**src/rtl/stereo_input_sync_pkg.sv**
```systemverilog
// Shared definitions for the stereo input synchroniser.
// Holds the FSM state encoding, coordinate/pixel/entry/counter widths,
// the packed FIFO entry layout and a raster-order helper.
package stereo_sync_pkg;

    localparam int COORD_W = 10;
    localparam int PIX_W   = 8;
    localparam int ENTRY_W = 2 * COORD_W + PIX_W;
    localparam int CNT_W   = 16;

    typedef enum logic {
        ST_HUNT = 1'b0,
        ST_RUN  = 1'b1
    } state_e;

    // One buffered pixel: {y, x, pix}, 28 bits.
    typedef struct packed {
        logic [COORD_W-1:0] y;
        logic [COORD_W-1:0] x;
        logic [PIX_W-1:0]   pix;
    } entry_t;

    // True when a comes before b in raster order (row first, then column).
    function automatic logic rasterBefore(entry_t a, entry_t b);
        return (a.y < b.y) || ((a.y == b.y) && (a.x < b.x));
    endfunction

endpackage

```
**src/rtl/stereo_input_sync_fifo.sv**
```systemverilog
// sync_fifo: single-clock show-ahead FIFO used once per camera eye.
// Ports:
//   clk, reset       - clock, synchronous active-high reset
//   flush_i          - synchronous flush; empties the FIFO and clears ovf_o
//   push_i, data_i   - write request and data
//   pop_i            - read request; head_o advances on this edge
//   head_o           - current head entry (valid while empty_o is 0)
//   empty_o, full_o  - occupancy flags
//   ovf_o            - set by a push into a full FIFO with no pop, held until flush
module sync_fifo #(
    parameter int DEPTH = 16,
    parameter int WIDTH = 28
) (
    input  logic             clk,
    input  logic             reset,
    input  logic             flush_i,
    input  logic             push_i,
    input  logic [WIDTH-1:0] data_i,
    input  logic             pop_i,
    output logic [WIDTH-1:0] head_o,
    output logic             empty_o,
    output logic             full_o,
    output logic             ovf_o
);

    localparam int AW = $clog2(DEPTH);

    logic [WIDTH-1:0] mem_q [DEPTH];
    logic [AW-1:0]    wrPtr_q;
    logic [AW-1:0]    rdPtr_q;
    logic [AW:0]      count_q;
    logic             ovf_q;
    logic             doPush;
    logic             doPop;

    assign empty_o = (count_q == '0);
    assign full_o  = (count_q == (AW+1)'(DEPTH));
    assign head_o  = mem_q[rdPtr_q];
    assign ovf_o   = ovf_q;

    // A full FIFO still accepts a write when the head leaves on the same edge.
    assign doPop  = pop_i && !empty_o;
    assign doPush = push_i && (!full_o || doPop);

    // Storage array carries no reset; the pointers decide what is valid.
    always_ff @(posedge clk) begin
        if (doPush && !reset && !flush_i) begin
            mem_q[wrPtr_q] <= data_i;
        end
    end

    // Pointer, occupancy and overflow bookkeeping; DEPTH is a power of two,
    // so the pointers wrap naturally.
    always_ff @(posedge clk) begin
        if (reset || flush_i) begin
            wrPtr_q <= '0;
            rdPtr_q <= '0;
            count_q <= '0;
            ovf_q   <= 1'b0;
        end else begin
            if (doPush) begin
                wrPtr_q <= wrPtr_q + 1'b1;
            end
            if (doPop) begin
                rdPtr_q <= rdPtr_q + 1'b1;
            end
            count_q <= count_q + (AW+1)'(doPush) - (AW+1)'(doPop);
            if (push_i && full_o && !doPop) begin
                ovf_q <= 1'b1;
            end
        end
    end

endmodule

```
**src/rtl/stereo_input_sync.sv**
```systemverilog
// stereo_input_sync: aligns two independently timed camera streams into
// raster-ordered left/right pixel pairs for the stereo pipeline.
// Ports:
//   clk, reset                  - clock, synchronous active-high reset
//   left_x/y/pix/val            - left camera pixel stream
//   right_x/y/pix/val           - right camera pixel stream
//   out_x/y/left/right/is_val   - registered aligned pair, one-cycle qualifier
//   locked                      - high while the aligner is in ST_RUN
//   overflow                    - sticky FIFO overflow flag
//   drop_cnt, resync_cnt        - saturating statistics counters
// Build option: define SYNC_STATS_EN to implement drop_cnt/resync_cnt;
// otherwise both are tied to zero.
module stereo_input_sync
    import stereo_sync_pkg::*;
#(
    parameter int FIFO_DEPTH = 16,
    parameter int ROW_SZ     = 320,
    parameter int COL_SZ     = 480
) (
    input  logic               clk,
    input  logic               reset,
    input  logic [COORD_W-1:0] left_x,
    input  logic [COORD_W-1:0] left_y,
    input  logic [PIX_W-1:0]   left_pix,
    input  logic               left_val,
    input  logic [COORD_W-1:0] right_x,
    input  logic [COORD_W-1:0] right_y,
    input  logic [PIX_W-1:0]   right_pix,
    input  logic               right_val,
    output logic [COORD_W-1:0] out_x,
    output logic [COORD_W-1:0] out_y,
    output logic [PIX_W-1:0]   out_left,
    output logic [PIX_W-1:0]   out_right,
    output logic               out_is_val,
    output logic               locked,
    output logic               overflow,
    output logic [CNT_W-1:0]   drop_cnt,
    output logic [CNT_W-1:0]   resync_cnt
);

    entry_t             lIn, rIn, lHead, rHead;
    logic               lPush, rPush;
    logic               lEmpty, rEmpty, lFull, rFull, lOvf, rOvf;
    logic               lOrigin, rOrigin, sameCoord;
    logic               popL, popR, emit, flush;
    state_e             state_q, state_d;
    logic               outVal_q;
    logic [COORD_W-1:0] outX_q, outY_q;
    logic [PIX_W-1:0]   outL_q, outR_q;
    logic               overflow_q;

    assign lIn = {left_y, left_x, left_pix};
    assign rIn = {right_y, right_x, right_pix};

    // Out-of-frame coordinates never enter the FIFOs.
    assign lPush = left_val  && (left_x  < COORD_W'(ROW_SZ)) && (left_y  < COORD_W'(COL_SZ));
    assign rPush = right_val && (right_x < COORD_W'(ROW_SZ)) && (right_y < COORD_W'(COL_SZ));

    sync_fifo #(.DEPTH(FIFO_DEPTH), .WIDTH(ENTRY_W)) u_leftFifo (
        .clk(clk), .reset(reset), .flush_i(flush),
        .push_i(lPush), .data_i(lIn), .pop_i(popL),
        .head_o(lHead), .empty_o(lEmpty), .full_o(lFull), .ovf_o(lOvf)
    );

    sync_fifo #(.DEPTH(FIFO_DEPTH), .WIDTH(ENTRY_W)) u_rightFifo (
        .clk(clk), .reset(reset), .flush_i(flush),
        .push_i(rPush), .data_i(rIn), .pop_i(popR),
        .head_o(rHead), .empty_o(rEmpty), .full_o(rFull), .ovf_o(rOvf)
    );

    assign lOrigin   = !lEmpty && (lHead.x == '0) && (lHead.y == '0);
    assign rOrigin   = !rEmpty && (rHead.x == '0) && (rHead.y == '0);
    assign sameCoord = (lHead.x == rHead.x) && (lHead.y == rHead.y);

    // Alignment FSM. A pending FIFO overflow outranks everything: both FIFOs
    // are flushed and the aligner hunts for the next frame start. In HUNT,
    // non-origin heads are discarded while an origin head waits for its
    // partner. In RUN, the raster-earlier head of a mismatched pair is
    // discarded so the streams converge on a common coordinate.
    always_comb begin
        popL    = 1'b0;
        popR    = 1'b0;
        emit    = 1'b0;
        flush   = 1'b0;
        state_d = state_q;
        if (lOvf || rOvf) begin
            flush   = 1'b1;
            state_d = ST_HUNT;
        end else begin
            case (state_q)
                ST_HUNT: begin
                    if (lOrigin && rOrigin) begin
                        popL    = 1'b1;
                        popR    = 1'b1;
                        emit    = 1'b1;
                        state_d = ST_RUN;
                    end else begin
                        popL = !lEmpty && !lOrigin;
                        popR = !rEmpty && !rOrigin;
                    end
                end
                ST_RUN: begin
                    if (!lEmpty && !rEmpty) begin
                        if (sameCoord) begin
                            popL = 1'b1;
                            popR = 1'b1;
                            emit = 1'b1;
                        end else if (rasterBefore(lHead, rHead)) begin
                            popL = 1'b1;
                        end else begin
                            popR = 1'b1;
                        end
                    end
                end
                default: state_d = ST_HUNT;
            endcase
        end
    end

    // State, registered output pair and sticky overflow. The pair fields
    // hold their last value whenever nothing is emitted.
    always_ff @(posedge clk) begin
        if (reset) begin
            state_q    <= ST_HUNT;
            outVal_q   <= 1'b0;
            outX_q     <= '0;
            outY_q     <= '0;
            outL_q     <= '0;
            outR_q     <= '0;
            overflow_q <= 1'b0;
        end else begin
            state_q  <= state_d;
            outVal_q <= emit;
            if (emit) begin
                outX_q <= lHead.x;
                outY_q <= lHead.y;
                outL_q <= lHead.pix;
                outR_q <= rHead.pix;
            end
            if (!flush && ((lPush && lFull && !popL) || (rPush && rFull && !popR))) begin
                overflow_q <= 1'b1;
            end
        end
    end

    assign out_x      = outX_q;
    assign out_y      = outY_q;
    assign out_left   = outL_q;
    assign out_right  = outR_q;
    assign out_is_val = outVal_q;
    assign locked     = (state_q == ST_RUN);
    assign overflow   = overflow_q;

`ifdef SYNC_STATS_EN
    logic [CNT_W-1:0] dropCnt_q, resyncCnt_q;
    logic [1:0]       dropInc;
    logic [CNT_W:0]   dropSum;

    // Every pop that is not part of an emitted pair is a discarded head;
    // in HUNT both eyes can discard on the same edge.
    always_comb begin
        dropInc = emit ? 2'd0 : (2'(popL) + 2'(popR));
        dropSum = {1'b0, dropCnt_q} + (CNT_W+1)'(dropInc);
    end

    // Saturating statistics counters.
    always_ff @(posedge clk) begin
        if (reset) begin
            dropCnt_q   <= '0;
            resyncCnt_q <= '0;
        end else begin
            dropCnt_q <= dropSum[CNT_W] ? '1 : dropSum[CNT_W-1:0];
            if (flush && (state_q == ST_RUN) && (resyncCnt_q != '1)) begin
                resyncCnt_q <= resyncCnt_q + 1'b1;
            end
        end
    end

    assign drop_cnt   = dropCnt_q;
    assign resync_cnt = resyncCnt_q;
`else
    assign drop_cnt   = '0;
    assign resync_cnt = '0;
`endif

endmodule
```
**config.mk**
```make
export PLATFORM = sky130hd
export DESIGN_NAME = stereo_input_sync
export DESIGN_NICKNAME = d
export VERILOG_FILES = /design/src/rtl/stereo_input_sync_pkg.sv /design/src/rtl/stereo_input_sync_fifo.sv /design/src/rtl/stereo_input_sync.sv
export SDC_FILE = /design/constraint.sdc
export NUM_CORES = 1
export LEC_CHECK = 0
export ABC_AREA = 1
export BUFFER_PORTS_ARGS = -buffer_cell sky130_fd_sc_hd__buf_2
export CORE_UTILIZATION = 40
export CTS_CLUSTER_DIAMETER = 40
export DETAILED_ROUTE_END_ITERATION = 12
export PLACE_DENSITY = 0.53
export SLEW_MARGIN = 20
export SYNTH_ARGS = -nofsm -noshare
export SYNTH_HDL_FRONTEND = slang
export SYNTH_SLANG_ARGS = --single-unit
```
**constraint.sdc**
```tcl
create_clock -name clk -period 6.25 [get_ports clk]
set_clock_uncertainty 0.1 [all_clocks]
set_input_delay 0.3125 -clock clk [delete_from_list [all_inputs] [get_ports clk]]
set_output_delay 0.3125 -clock clk [all_outputs]
set_load 0.01 [all_outputs]
```
==> flow_summary_export.csv <==
group,metric,value,unit
run_status,status,"complete, no violations",
cts,ctsResizeCount,0,
yosys,ys_types,35,
routing,via_count,26500,
power_and_ir_drop,power_per_cell_area,414,nW/um^2
layout,final_nets,3888,
grt,grt_pass1_wl,162,mm
routing,dr.pass1.iters,5,
timing,slew-limit-headroom,31.4,%
die,fp-row-count,116,
grt,grt_max_degree,135,
timing,fin_crit,5130,ps
routing,viasPerCell,5.09,
power_and_ir_drop,peakVddDrop,0.316,mV
critical_path,slowest_stage,"dfxtp_4",
cts,clkLatencyLatePin,730,ps
yosys,yosysTopAreaCell,"edfxtp_1",
placement,hpwl,58.6,mm
yosys,synth_top_area_share,66.6,%
yosys,yosysWarnings,0,
routing,dr.first_iter.drc_count,2254,
critical_path,reg2reg_slack,1120,ps
timing,setup-violations-final,0,
placement,place_ws,1140,ps
cts,post_cts_buffers,0,
timing,tightestPinTransition,1030,ps
die,start_util,40.4,%
min_path,whs_endpoint,"u_rightFifo.wrPtr_q[2]",
critical_path,worstSetupEndpointType,"flop",
grt,grt_use_total,21.2,%
yosys,synth_edf_count,896,
placement,port_buffers,98,
min_path,hold_path_class,"in -> reg",
placement,place.gp.congestion,0.787,
yosys,yosysSeqAreaShare,70.3,%
die,coreArea,100000,sq um
grt,gr-usage-met1,30.9,%
cts,cts_hold_buf,57,
critical_path,worstSetupPathType,"reg -> reg",
critical_path,timing.rr.end,"u_rightFifo.count_q[4]",
timing,setup_slack,1120,ps
routing,wirelength,108,mm
die,die_w,320,um
grt,grt_use_met2,31.9,%
yosys,synth-seq-cells,971,
min_path,whs_path_depth,5,
die,die_area,102000,sq um
grt,grt-ovfl-total,0,
critical_path,path_max_fanout,134,
critical_path,cp.required,6800,ps
cts,clock_path_buffers,3,
yosys,synth_cells,3605,
timing,hold_violations,0,
timing,max_freq,0.195,GHz
yosys,avgSynthCellArea,11.2,sq um
power_and_ir_drop,cellLeakagePower,18.1,nW
yosys,ys.flop_type,"edfxtp_1",
yosys,syn_area,40400,sq um
critical_path,cp_common_cell,"nand2_1",
die,io_pins,131,
grt,grt_pass1_vias,25400,
critical_path,reg2regPathDepth,26,
cts,cts_tree,"yes",
critical_path,critPathLaunchType,"flop",
timing,finalCritPeriodShare,82.1,%
layout,syn_to_final_growth,18.7,%
timing,finalMaxSlewViolations,0,
cts,root_buffer,"clkbuf_16",
cts,clk_pin_slew_worst_paths,50,ps
job,drv_cap,0,
routing,wire_per_inst,20.8,um
timing,rsz0062_at_grt,"false",
power_and_ir_drop,p_total,19.9,mW
grt,grt_use_met3,4.08,%
grt,antenna_found_initial,2,
layout,drive_gt1_share,12.1,%
critical_path,critPathArrivalTime,5680,ps
critical_path,critPathMaxStageDelay,530,ps
cts,cts.sinks,971,
yosys,synthArstFlopShare,0,%
cts,numCtsBuffers,139,
timing,tns,0,ps
yosys,synthTopCellsByArea,"edfxtp_1 (67%), nand2_1 (7.7%), nand3_1 (4.3%), nor2_1 (3.9%), dfxtp_1 (3.7%)",
cts,htreeDepth,4,
min_path,hold_start,"right_val",
grt,busiest_layer,"met2",
die,die_h,320,um
routing,drc,0,
routing,ant_nets,0,
[routing by layer]
metal,share of wire (%),wire length [um],vias to the layer above
met1,47,51400,12800
met4,2.4,2580,2
li1,-,-,12700
met2,44,48000,739
met3,5.8,6280,167
met5,0.0074,8,-
[critical path: cells and delay by family, from the launching register on]
kind / cells / cell delay, ps
AO/OA/AOI/OAI: 7 / 1100
adder cells (fa/ha/maj): 4 / 1220
buffers and inverters: 5 / 890
flip-flops: 1 / 530
AND/OR/NAND/NOR: 10 / 1100
[sequential cells by signal, indices dropped and copies added, names as in the netlist, named ones only]
name / flops
out_is_val: 1
u_leftFifo.rdPtr_q: 4
u_leftFifo.mem_q: 448
u_rightFifo.mem_q: 448
out_right: 8
u_leftFifo.wrPtr_q: 4
locked: 1
u_rightFifo.wrPtr_q: 4
u_rightFifo.rdPtr_q: 4
out_y: 10
overflow: 1
out_x: 10
u_rightFifo.count_q: 5
u_leftFifo.count_q: 5
u_rightFifo.ovf_o: 1
u_leftFifo.ovf_o: 1
out_left: 8
[power breakdown]
group	total [mW]	switching [mW]	leakage [nW]	internal, mW
logic	4.64	3.26	7.13	1.38
clock network	8.00	3.03	2.30	4.97
registers	7.24	0.0781	8.67	7.17
[Yosys cell counts (2+ instances only)]
cell type  count
xor2_1         6
edfxtp_1     896
nand2_2        5
a21oi_1       59
fa_1           2
buf_1          8
nand4_1       12
o221a_2       10
buf_4         42
xnor2_1        2
buf_6          9
inv_2          7
o22ai_1       43
nor2_1       423
o21ai_1       15
dfxtp_1       75
nand3_1      344
o21ai_0      267
clkinv_1       4
ha_1          42
buf_2         71
clkbuf_1      96
o221ai_1      19
nand2_1      827
o211ai_1      41
inv_1        270
o2111ai_1      2
[metrics by stage]
step	std cells	util, %	instance area [sq um]	hold slack [ps]
6_report	5198	47.9	48000	313
5_1_grt	5198	47.9	48000	340
4_1_cts	5197	47.9	48000	264
3_5_place_dp	4884	42.6	42600	356
3_3_place_gp	4884	42.6	42600	351
2_1_floorplan	3636	-	40500	311
[cells by family after synthesis]
| family | Yosys count | synth area share (%) |
|---|---|---|
| adders and majority gates | 44 | 1.40 |
| xor gates and xnor gates | 8 | 0.173 |
| buffers and inverters | 508 | 5.52 |
| and+or+nand+nor | 1616 | 16.2 |
| DFF | 971 | 70.3 |
| AOI/OAI and AO/OA | 457 | 6.40 |
| other | 1 | 0.00928 |
[area by class of cell]
type | count | area [sq um]
antenna | 1 | 2.50
clock buffer | 156 | 3610
clock inverter | 100 | 1190
fill | 9005 | 52200
inverter | 281 | 1070
multi-input combinational | 2157 | 10100
sequential | 971 | 28400
tap | 1298 | 1620
timing repair buffer | 234 | 1930
[layout by cell type, fill, tap and decap left out, drive strengths merged]
master       instances
o221ai              19
bufinv              18
fa                   2
and2                 1
o22ai               43
clkinv              49
clkinvlp            14
dfxtp               75
diode                1
inv                300
nand2              833
clkbuf             156
xnor2                2
nor2               423
nand4               12
nor4                 1
ha                  42
or2                  2
o211ai              41
o2111ai              2
conb                32
buf                177
o21ai              282
o221a               10
a21oi               59
a31o                 1
xor2                 6
edfxtp             896
dlygate4sd3         57
nand3              344
[worst max-delay path by stage]
stage / startpoint / endpoint / slack (ps) / cells after the start
after floorplan: flop / u_leftFifo.mem_q[0][0] / 1800 / 21
after global placement: flop / u_leftFifo.count_q[4] / 1150 / 28
after detailed placement: flop / u_rightFifo.count_q[4] / 1140 / 26
after CTS: flop / u_rightFifo.count_q[4] / 1120 / 26
after global routing: flop / u_leftFifo.count_q[4] / 600 / 28
final: flop / u_rightFifo.count_q[4] / 1120 / 26
(Power assumes the default switching activity.)
